==> src/rtl/cpu_pkg.sv <==
// Shared definitions for the RV32M divide unit: operation codes, FSM states
// and the datapath width.
package cpu_pkg;

    localparam int XLEN = 32;

    localparam logic [1:0] OP_DIV  = 2'b00;
    localparam logic [1:0] OP_DIVU = 2'b01;
    localparam logic [1:0] OP_REM  = 2'b10;
    localparam logic [1:0] OP_REMU = 2'b11;

    typedef enum logic [1:0] {
        ST_IDLE = 2'd0,
        ST_CALC = 2'd1,
        ST_DONE = 2'd2
    } state_e;

    // funct3[0] clear selects the signed variants, funct3[1] selects remainder
    function automatic logic op_is_signed(input logic [1:0] op);
        return ~op[0];
    endfunction

    function automatic logic op_is_rem(input logic [1:0] op);
        return op[1];
    endfunction

endpackage

==> src/rtl/udiv_step.sv <==
// One restoring radix-2 iteration: shift the next dividend bit into the
// partial remainder, trial-subtract the divisor and keep or restore.
module udiv_step #(
    parameter int W = 32
) (
    input  logic [W:0]   rem,
    input  logic [W-1:0] dvd,
    input  logic [W-1:0] dsr,
    output logic [W:0]   rem_nxt,
    output logic [W-2:0] dvd_nxt,
    output logic         q_bit
);

    logic [W+1:0] shifted;
    logic [W+1:0] trial;

    // One spare bit above the partial remainder carries the trial sign
    assign shifted = {rem, dvd[W-1]};
    assign trial   = shifted - {2'b00, dsr};
    assign q_bit   = ~trial[W+1];
    assign rem_nxt = q_bit ? trial[W:0] : shifted[W:0];
    assign dvd_nxt = dvd[W-2:0];

endmodule

==> src/rtl/div_unit.sv <==
// Iterative RV32M DIV/DIVU/REM/REMU unit with register-file write-back
// packet; one quotient bit per cycle, special cases finish in one cycle.
module div_unit #(
    parameter int XLEN  = 32,
    parameter int CNT_W = 6
) (
    input  logic            clk,
    input  logic            rst_n,
    input  logic            start,
    input  logic [1:0]      op,
    input  logic [XLEN-1:0] rs1_data,
    input  logic [XLEN-1:0] rs2_data,
    input  logic [4:0]      rd_in,
    output logic            busy,
    output logic            done,
    output logic [XLEN-1:0] result,
    output logic [4:0]      wr_out,
    output logic            rf_we_out
);

    import cpu_pkg::*;

    state_e            state;
    state_e            state_nxt;
    logic [CNT_W-1:0]  count;
    logic [XLEN:0]     rem_q;
    logic [XLEN-1:0]   dvd_q;
    logic [XLEN-1:0]   dsr_q;
    logic              is_rem_q;
    logic              q_neg_q;
    logic              r_neg_q;
    logic [XLEN-1:0]   result_q;
    logic [4:0]        wr_q;

    logic              is_signed;
    logic              is_rem;
    logic              div_zero;
    logic              ovf;
    logic [XLEN-1:0]   abs1;
    logic [XLEN-1:0]   abs2;
    logic [XLEN-1:0]   special_res;

    logic [XLEN:0]     rem_nxt;
    logic [XLEN-2:0]   dvd_nxt;
    logic              q_bit;
    logic [XLEN-1:0]   quo_nxt;
    logic [XLEN-1:0]   q_fix;
    logic [XLEN-1:0]   r_fix;

    assign is_signed = op_is_signed(op);
    assign is_rem    = op_is_rem(op);
    assign div_zero  = (rs2_data == '0);
    assign ovf       = is_signed && (rs1_data == {1'b1, {(XLEN-1){1'b0}}})
                       && (rs2_data == '1);
    assign abs1      = (is_signed && rs1_data[XLEN-1]) ? -rs1_data : rs1_data;
    assign abs2      = (is_signed && rs2_data[XLEN-1]) ? -rs2_data : rs2_data;

    // Overflow quotient equals the dividend (most negative value)
    always_comb begin
        special_res = '0;
        if (div_zero)
            special_res = is_rem ? rs1_data : '1;
        else
            special_res = is_rem ? '0 : rs1_data;
    end

    udiv_step #(.W(XLEN)) u_step (
        .rem     (rem_q),
        .dvd     (dvd_q),
        .dsr     (dsr_q),
        .rem_nxt (rem_nxt),
        .dvd_nxt (dvd_nxt),
        .q_bit   (q_bit)
    );

    assign quo_nxt = {dvd_nxt, q_bit};
    assign q_fix   = q_neg_q ? -quo_nxt : quo_nxt;
    assign r_fix   = r_neg_q ? -rem_nxt[XLEN-1:0] : rem_nxt[XLEN-1:0];

    always_comb begin
        state_nxt = state;
        unique case (state)
            ST_IDLE: if (start) state_nxt = (div_zero || ovf) ? ST_DONE : ST_CALC;
            ST_CALC: if (count == CNT_W'(1)) state_nxt = ST_DONE;
            ST_DONE: state_nxt = ST_IDLE;
            default: state_nxt = ST_IDLE;
        endcase
    end

    always_ff @(posedge clk or negedge rst_n) begin
        if (!rst_n) begin
            state    <= ST_IDLE;
            count    <= '0;
            rem_q    <= '0;
            dvd_q    <= '0;
            dsr_q    <= '0;
            is_rem_q <= 1'b0;
            q_neg_q  <= 1'b0;
            r_neg_q  <= 1'b0;
            result_q <= '0;
            wr_q     <= '0;
        end else begin
            state <= state_nxt;
            case (state)
                ST_IDLE: begin
                    if (start) begin
                        wr_q     <= rd_in;
                        is_rem_q <= is_rem;
                        q_neg_q  <= is_signed & (rs1_data[XLEN-1] ^ rs2_data[XLEN-1]);
                        r_neg_q  <= is_signed & rs1_data[XLEN-1];
                        dvd_q    <= abs1;
                        dsr_q    <= abs2;
                        rem_q    <= '0;
                        if (div_zero || ovf) begin
                            result_q <= special_res;
                            count    <= '0;
                        end else begin
                            count    <= CNT_W'(XLEN);
                        end
                    end
                end
                ST_CALC: begin
                    rem_q <= rem_nxt;
                    dvd_q <= quo_nxt;
                    count <= count - CNT_W'(1);
                    // Sign fix-up lands in the result register on the last step
                    if (count == CNT_W'(1))
                        result_q <= is_rem_q ? r_fix : q_fix;
                end
                default: ;
            endcase
        end
    end

    assign busy      = (state != ST_IDLE);
    assign done      = (state == ST_DONE);
    assign rf_we_out = done;
    assign result    = result_q;
    assign wr_out    = wr_q;

endmodule

==> config.mk <==
export PLATFORM = sky130hd
export DESIGN_NAME = div_unit
export DESIGN_NICKNAME = d
export VERILOG_FILES = /design/src/rtl/cpu_pkg.sv /design/src/rtl/udiv_step.sv /design/src/rtl/div_unit.sv
export SDC_FILE = /design/constraint.sdc
export NUM_CORES = 1
export LEC_CHECK = 0
export ABC_AREA = 1
export BUFFER_PORTS_ARGS = -buffer_cell sky130_fd_sc_hd__buf_2
export CAP_MARGIN = 40
export CORE_MARGIN = 2
export CORE_UTILIZATION = 50
export CTS_BUF_LIST = sky130_fd_sc_hd__clkbuf_8
export DETAILED_ROUTE_END_ITERATION = 10
export HOLD_SLACK_MARGIN = 0.12
export MAX_ROUTING_LAYER = met4
export PLACE_DENSITY = 0.71
export RECOVER_POWER = 100
export SYNTH_ARGS = -nofsm -noshare
export SYNTH_HDL_FRONTEND = slang
export SYNTH_SLANG_ARGS = --single-unit
export TNS_END_PERCENT = 30
==> constraint.sdc <==
create_clock -name clk -period 3.5 [get_ports clk]
set_input_delay 0.7 -clock clk [delete_from_list [all_inputs] [get_ports clk]]
set_output_delay 0.7 -clock clk [all_outputs]
set_load 0.01 [all_outputs]
* Yosys cells after proc, flatten, opt, wreduce, memory -nomap -nowiden
Index checks and enable logic that the tools add are counted.
** Storage, ports and cells
- Register bits :: 145
- Input bits :: 74
- Output and inout port bits :: 40
- Logic and storage cells :: 66
** Operators by class
- Add/sub/neg operators :: 6
- Equal/unequal tests :: 8
- Mux-type cells :: 24
- Bitwise gates (word level) :: 5
- Reductions and logical operators :: 13
** Operators with widths (number)
- $mux W32 :: 12
- $neg A32 Y32 :: 4
- $pmux W32 S2 :: 2
- $mux W33 :: 2
- $pmux W33 S2 :: 1
- $eq A32 B32 Y1 const B :: 2
- $sub A34 B32 Y34 :: 1
- $logic_not A32 Y1 :: 1
- $mux W6 :: 2
- $pmux W6 S2 :: 1
- $eq A6 B1 Y1 const B :: 1
- $mux W2 :: 3
- $ne A2 B2 Y1 const B :: 3
- $reduce_and A2 Y1 :: 3
- $sub A6 B1 Y6 const B :: 1
- $logic_and A1 B1 Y1 :: 4
- $pmux W2 S2 :: 1
- $reduce_and A4 Y1 :: 1
- $reduce_bool A2 Y1 :: 2
- $and A1 B1 Y1 :: 2
- $eq A2 B1 Y1 const B :: 1
- $eq A2 B2 Y1 const B :: 1
- $logic_not A2 Y1 :: 1
- $not A1 Y1 :: 2
- other kinds (2) :: 2

* Depth between registers and ports, before layout
- Word-level depth :: 7
- Gate-level depth with buffers :: 32
- Depth with buffers taken out :: 30

* Cells and area by module
A second synthesis with hierarchy kept.
** Unflattened totals
- Cells, all modules :: 2382
- Area, all modules :: 14131.1 sq um
** By module, submodules not included
- div_unit :: times used 1, cells an instance 1630, area each 10453.8 sq um, sequential area each 3628.5 sq um
- udiv_step :: times used 1, cells an instance 752, area each 3677.3 sq um, sequential area each 0.0 sq um

* Worst setup path before layout
No wires, ideal clock.
- Path type :: register to register
- Start point :: reg rem_q[25]
- End point :: reg result_q[30] (netlist: result[30])
- Library setup time :: 117 ps
- Arrival :: 3674 ps
- Data required time :: 3383 ps
- Setup slack :: -291 ps
- Stages on the path, launching flop included :: 27
- Buffers on the path :: 2
- Clock period less this slack :: 3791 ps
- Cells stage by stage :: dfrtp_1 > ha_1 > a21oi_2 > nor2_1 > o21ai_1 > nand2_1 > a21oi_4 > nand3_2 > nand2_4 > buf_6 > buf_6 > ha_1 > nand3_1 > nor3_1 > nand3_1 > nor3_2 > nand2_1 > o21ai_1 > nand2_1 > nor2_1 > o21ai_1 > o21ai_0 > a21oi_1 > nor2_1 > nand2_1 > nand2_1 > nand2_1
** On the way
- Word-level cells in the longest chain between the ends :: 7
- Elaborated cells on any way between the ends :: 10
- Those cells by class :: add/sub (3); mux (6); bitwise (1)
** Ends and longest elaborated chain
- from (decl) :: RTL line div_unit.sv:26 : logic [XLEN:0] rem_q;
- from (signal assigned) :: RTL line div_unit.sv:123 : rem_q <= rem_nxt;
- $sub A34 B32 Y34 :: RTL line udiv_step.sv:19 : assign trial = shifted - {2'b00, dsr};
- $mux W33 / $not A1 Y1 (equally long branches) :: RTL line udiv_step.sv:21, udiv_step.sv:20
- $neg A32 Y32 (on tied branches) :: RTL line div_unit.sv:78, div_unit.sv:77
- $mux W32 (on tied branches) :: RTL line div_unit.sv:78, div_unit.sv:77
- $mux W32 * :: RTL line div_unit.sv:128 : result_q <= is_rem_q ? r_fix : q_fix;
- $mux W32 * :: RTL line div_unit.sv:127 : if (count == CNT_W'(1))
- $pmux W32 S2 * :: RTL line div_unit.sv:104 : case (state)
- to (signal assigned) :: RTL line div_unit.sv:115 : result_q <= special_res;
- to (signal assigned) :: RTL line div_unit.sv:128
- to (decl) :: RTL line div_unit.sv:32 : logic [XLEN-1:0] result_q;
Every way passes the cells marked *; elsewhere a longest branch is shown, timed or not. The select of a mux whose other input is x is not followed.
A chain may end at the register's enable or synchronous reset.

* Final worst setup path
- Start point :: reg dsr_q[12]
- End point :: reg result_q[26] (netlist: result[26])
** On the way
- Word-level cells in the longest chain between the ends :: 7
- Elaborated cells on any way between the ends :: 10
- Those cells by class :: add/sub (3); mux (6); bitwise (1)
** Ends and longest elaborated chain
- from (decl) :: RTL line div_unit.sv:28 : logic [XLEN-1:0] dsr_q;
- from (signal assigned) :: RTL line div_unit.sv:112 : dsr_q <= abs2;
- $sub A34 B32 Y34 * :: RTL line udiv_step.sv:19
- $mux W33 / $not A1 Y1 (equally long branches) :: RTL line udiv_step.sv:21, udiv_step.sv:20
- $neg A32 Y32 (on tied branches) :: RTL line div_unit.sv:78, div_unit.sv:77
- $mux W32 (on tied branches) :: RTL line div_unit.sv:78, div_unit.sv:77
- $mux W32 * :: RTL line div_unit.sv:128
- $mux W32 * :: RTL line div_unit.sv:127
- $pmux W32 S2 * :: RTL line div_unit.sv:104
Marks and branches as above.

==> metrics.cfg <==
[finish]
fin_util = 0.6410
antenna-diode-count = 0
area_growth_syn_to_layout_pct = 26.91
drive_gt1_frac = 0.2203
fin_cells = 2705
num-nets-final = 2471

[critical_path]
rr_worst_depth = 27
r2r-start = dsr_q[12]$_DFFE_PN0P_
worstReg2RegEnd = result[26]$_DFFE_PN0P_
reg2reg_slack_ns = -0.08
critPathLaunchType = flop
crit_start = dsr_q[12]$_DFFE_PN0P_
cp_max_fo = 3
crit_required_ns = 3.87
crit_arrival_ns = 3.95
crit_end = result[26]$_DFFE_PN0P_
critical_path.endpoint_type = flop
worstSetupPathType = reg2reg

[sta]
setup_slack_ns = -0.08089
setup_tns_ns = -0.2403
fin_crit_sh = 1.023
worst_slew_pin_slew_ns = 2.296
finClkSkew_ns = 0.02897
slew_headroom = -0.5309
period_needed_ns = 3.581
max_freq_ghz = 0.2793
hold_violations = 0
rsz0062_at_grt = true
slew_viol_final = 37
setup_viol = 4

[routing]
drc = 0
drtAntennaViolNets = 0
vias_per_cell = 5.689
via_count = 15390
wl_per_cell_um = 18.07
drt_pass1_iterations = 6
routed_wl_um = 48890
drt_iter0_drc = 1851

[floorplanning]
dieWidth_um = 165.6
initial_core_util = 0.5051
die_h_um = 165.6
io_pins = 114
core_area_um2 = 25840
num_rows = 59
dieArea_um2 = 27410

[synth]
yosysMostFrequentCell = nand2_1
synth-seq-cells = 145
syn_inst = 2072
synth_top_flop_cell = dfrtp_1
synth_top_area_cell = dfrtp_1
synth.area.top_cells = dfrtp_1, nand2_1, o21ai_0
ys_top_cells_by_count = nand2_1, inv_1, o21ai_0
yosysWarnings = 0
synth-edff-count = 0
ys_async_sr_fraction = 1.000
syn-num-nets = 2186
synth.distinct_cells = 55
ys_seq_area_frac = 0.2780
synth_top_area_frac = 0.2780
postSynthAreaPerCell_um2 = 6.298
syn_area_um2 = 13050

[global_routing]
grt.total_usage = 0.3655
gr-total-overflow = 0
grt_pass1_vias = 13820
antenna_found_initial = 0
grt_start_max_net_pins = 69
grt_pass1_wl_um = 74750

[cts]
cts_tree = done
cts_root_buffer = clkbuf_8
h-tree-depth = 4
cts_buffers = 17
clk_latency_ns = 0.49
clk_pin_slew_ns = 0.10
clockBufferDepth = 2
cts.sinks = 145

[worst_hold_path]
min_path_type = in2reg
hold_start = rd_in[0]

[place]
hpwlAfterDp_um = 37480
gp_congestion = 0.9753
dp_slack_ns = -0.2295
io_buffers = 113
place_inst = 2653

[job]
maxCapViolCount = 1

[outcome]
status = finished with violations
violations = max-capacitance violations, max-slew violations, negative setup slack

==> layer usage <==
metal / routed length, um / global-route usage / vias up
met5: 0 / - / -
met4: 1098 / 0.1011 / 0
met3: 4023 / 0.05819 / 74
met2: 21980 / 0.5473 / 695
met1: 21790 / 0.5127 / 7224
li1: - / - / 7397
==> worst min-delay path by stage <==
stage / to / depth (start not counted)
finish: wr_out[0]$_DFFE_PN0P_ / 3
floorplan: count[0]$_DFFE_PN0P_ / 0
detailed placement: wr_out[1]$_DFFE_PN0P_ / 2
global placement: wr_out[0]$_DFFE_PN0P_ / 2
global route: wr_out[0]$_DFFE_PN0P_ / 3
CTS: wr_out[0]$_DFFE_PN0P_ / 3
==> cells in the final DEF (no fill, tap or decap), drive strengths merged, types with 13 or more instances in the layout <==
cell / n
a21oi: 111
o21ai: 226
ha: 39
buf: 301
dfrtp: 145
nand4: 29
nor3: 30
a22oi: 23
xnor2: 15
xor2: 52
nand3: 153
nand2: 601
o22ai: 29
inv: 254
nor2: 209
nand3b: 13
clkbuf: 61
==> registers in the layout (all words and copies together) (netlist names) <==
signal	flops
count	6
dsr_q	32
dvd_q	32
is_rem_q	1
q_neg_q	1
r_neg_q	1
rem_q	33
result	32
state	2
wr_out	5
==> stage by stage <==
stage | instance area, um^2 | hold slack (ns)
final | 16560 | 0.4157
after global routing | 16560 | 0.4166
after CTS | 16100 | 0.4034
after detailed placement | 15630 | 0.4570
after global placement | 15610 | 0.4493
after floorplan | 13350 | 0.4044
==> critical path: stages (launching register included) <==
cell	delay, ns
dfrtp_1	0.41
inv_2	0.08
ha_4	0.20
nand2_1	0.09
inv_1	0.06
a21oi_2	0.19
nor2_4	0.05
nor2_2	0.16
nand2_4	0.09
nand2_8	0.08
nand3_4	0.07
nand2_4	0.11
ha_4	0.15
nand3_4	0.09
nor3_4	0.21
nand3_2	0.12
nor3_4	0.23
nand2_2	0.12
o21ai_2	0.23
nand2_2	0.11
nor2_4	0.11
inv_1	0.06
o21ai_1	0.11
a21oi_1	0.06
nor2_1	0.11
nand2_1	0.06
nand2_1	0.06
nand2_1	0.05
==> cell families after synthesis <==
kind of cell	Yosys count	share of synthesized area
buf+inv	332	0.1018
xor+xnor	67	0.04497
simple gates	1053	0.3488
fa+ha+maj	40	0.03893
mux	2	0.001534
compound gates	433	0.1859
flops	145	0.2780
==> timing repair <==
item	4_1_cts	5_1_grt
hold buffers	1	0
gates resized for setup	11	112
endpoints found under the setup margin	16	28
hold endpoints to repair	2	0
pin swaps	6	39
buffers inserted	0	19
==> cell type report <==
cell class | count | area [um^2]
clock buffer | 17 | 234.0
clock inverter | 15 | 183.9
fill | 2433 | 9275
inverter | 252 | 945.9
multi-input combinational | 1595 | 8818
sequential | 145 | 3628
tap | 335 | 419.2
timing repair buffer | 346 | 2332
Power is not shown: default switching activity piles up to over one toggle a cycle in this logic, so the estimate is an artifact.
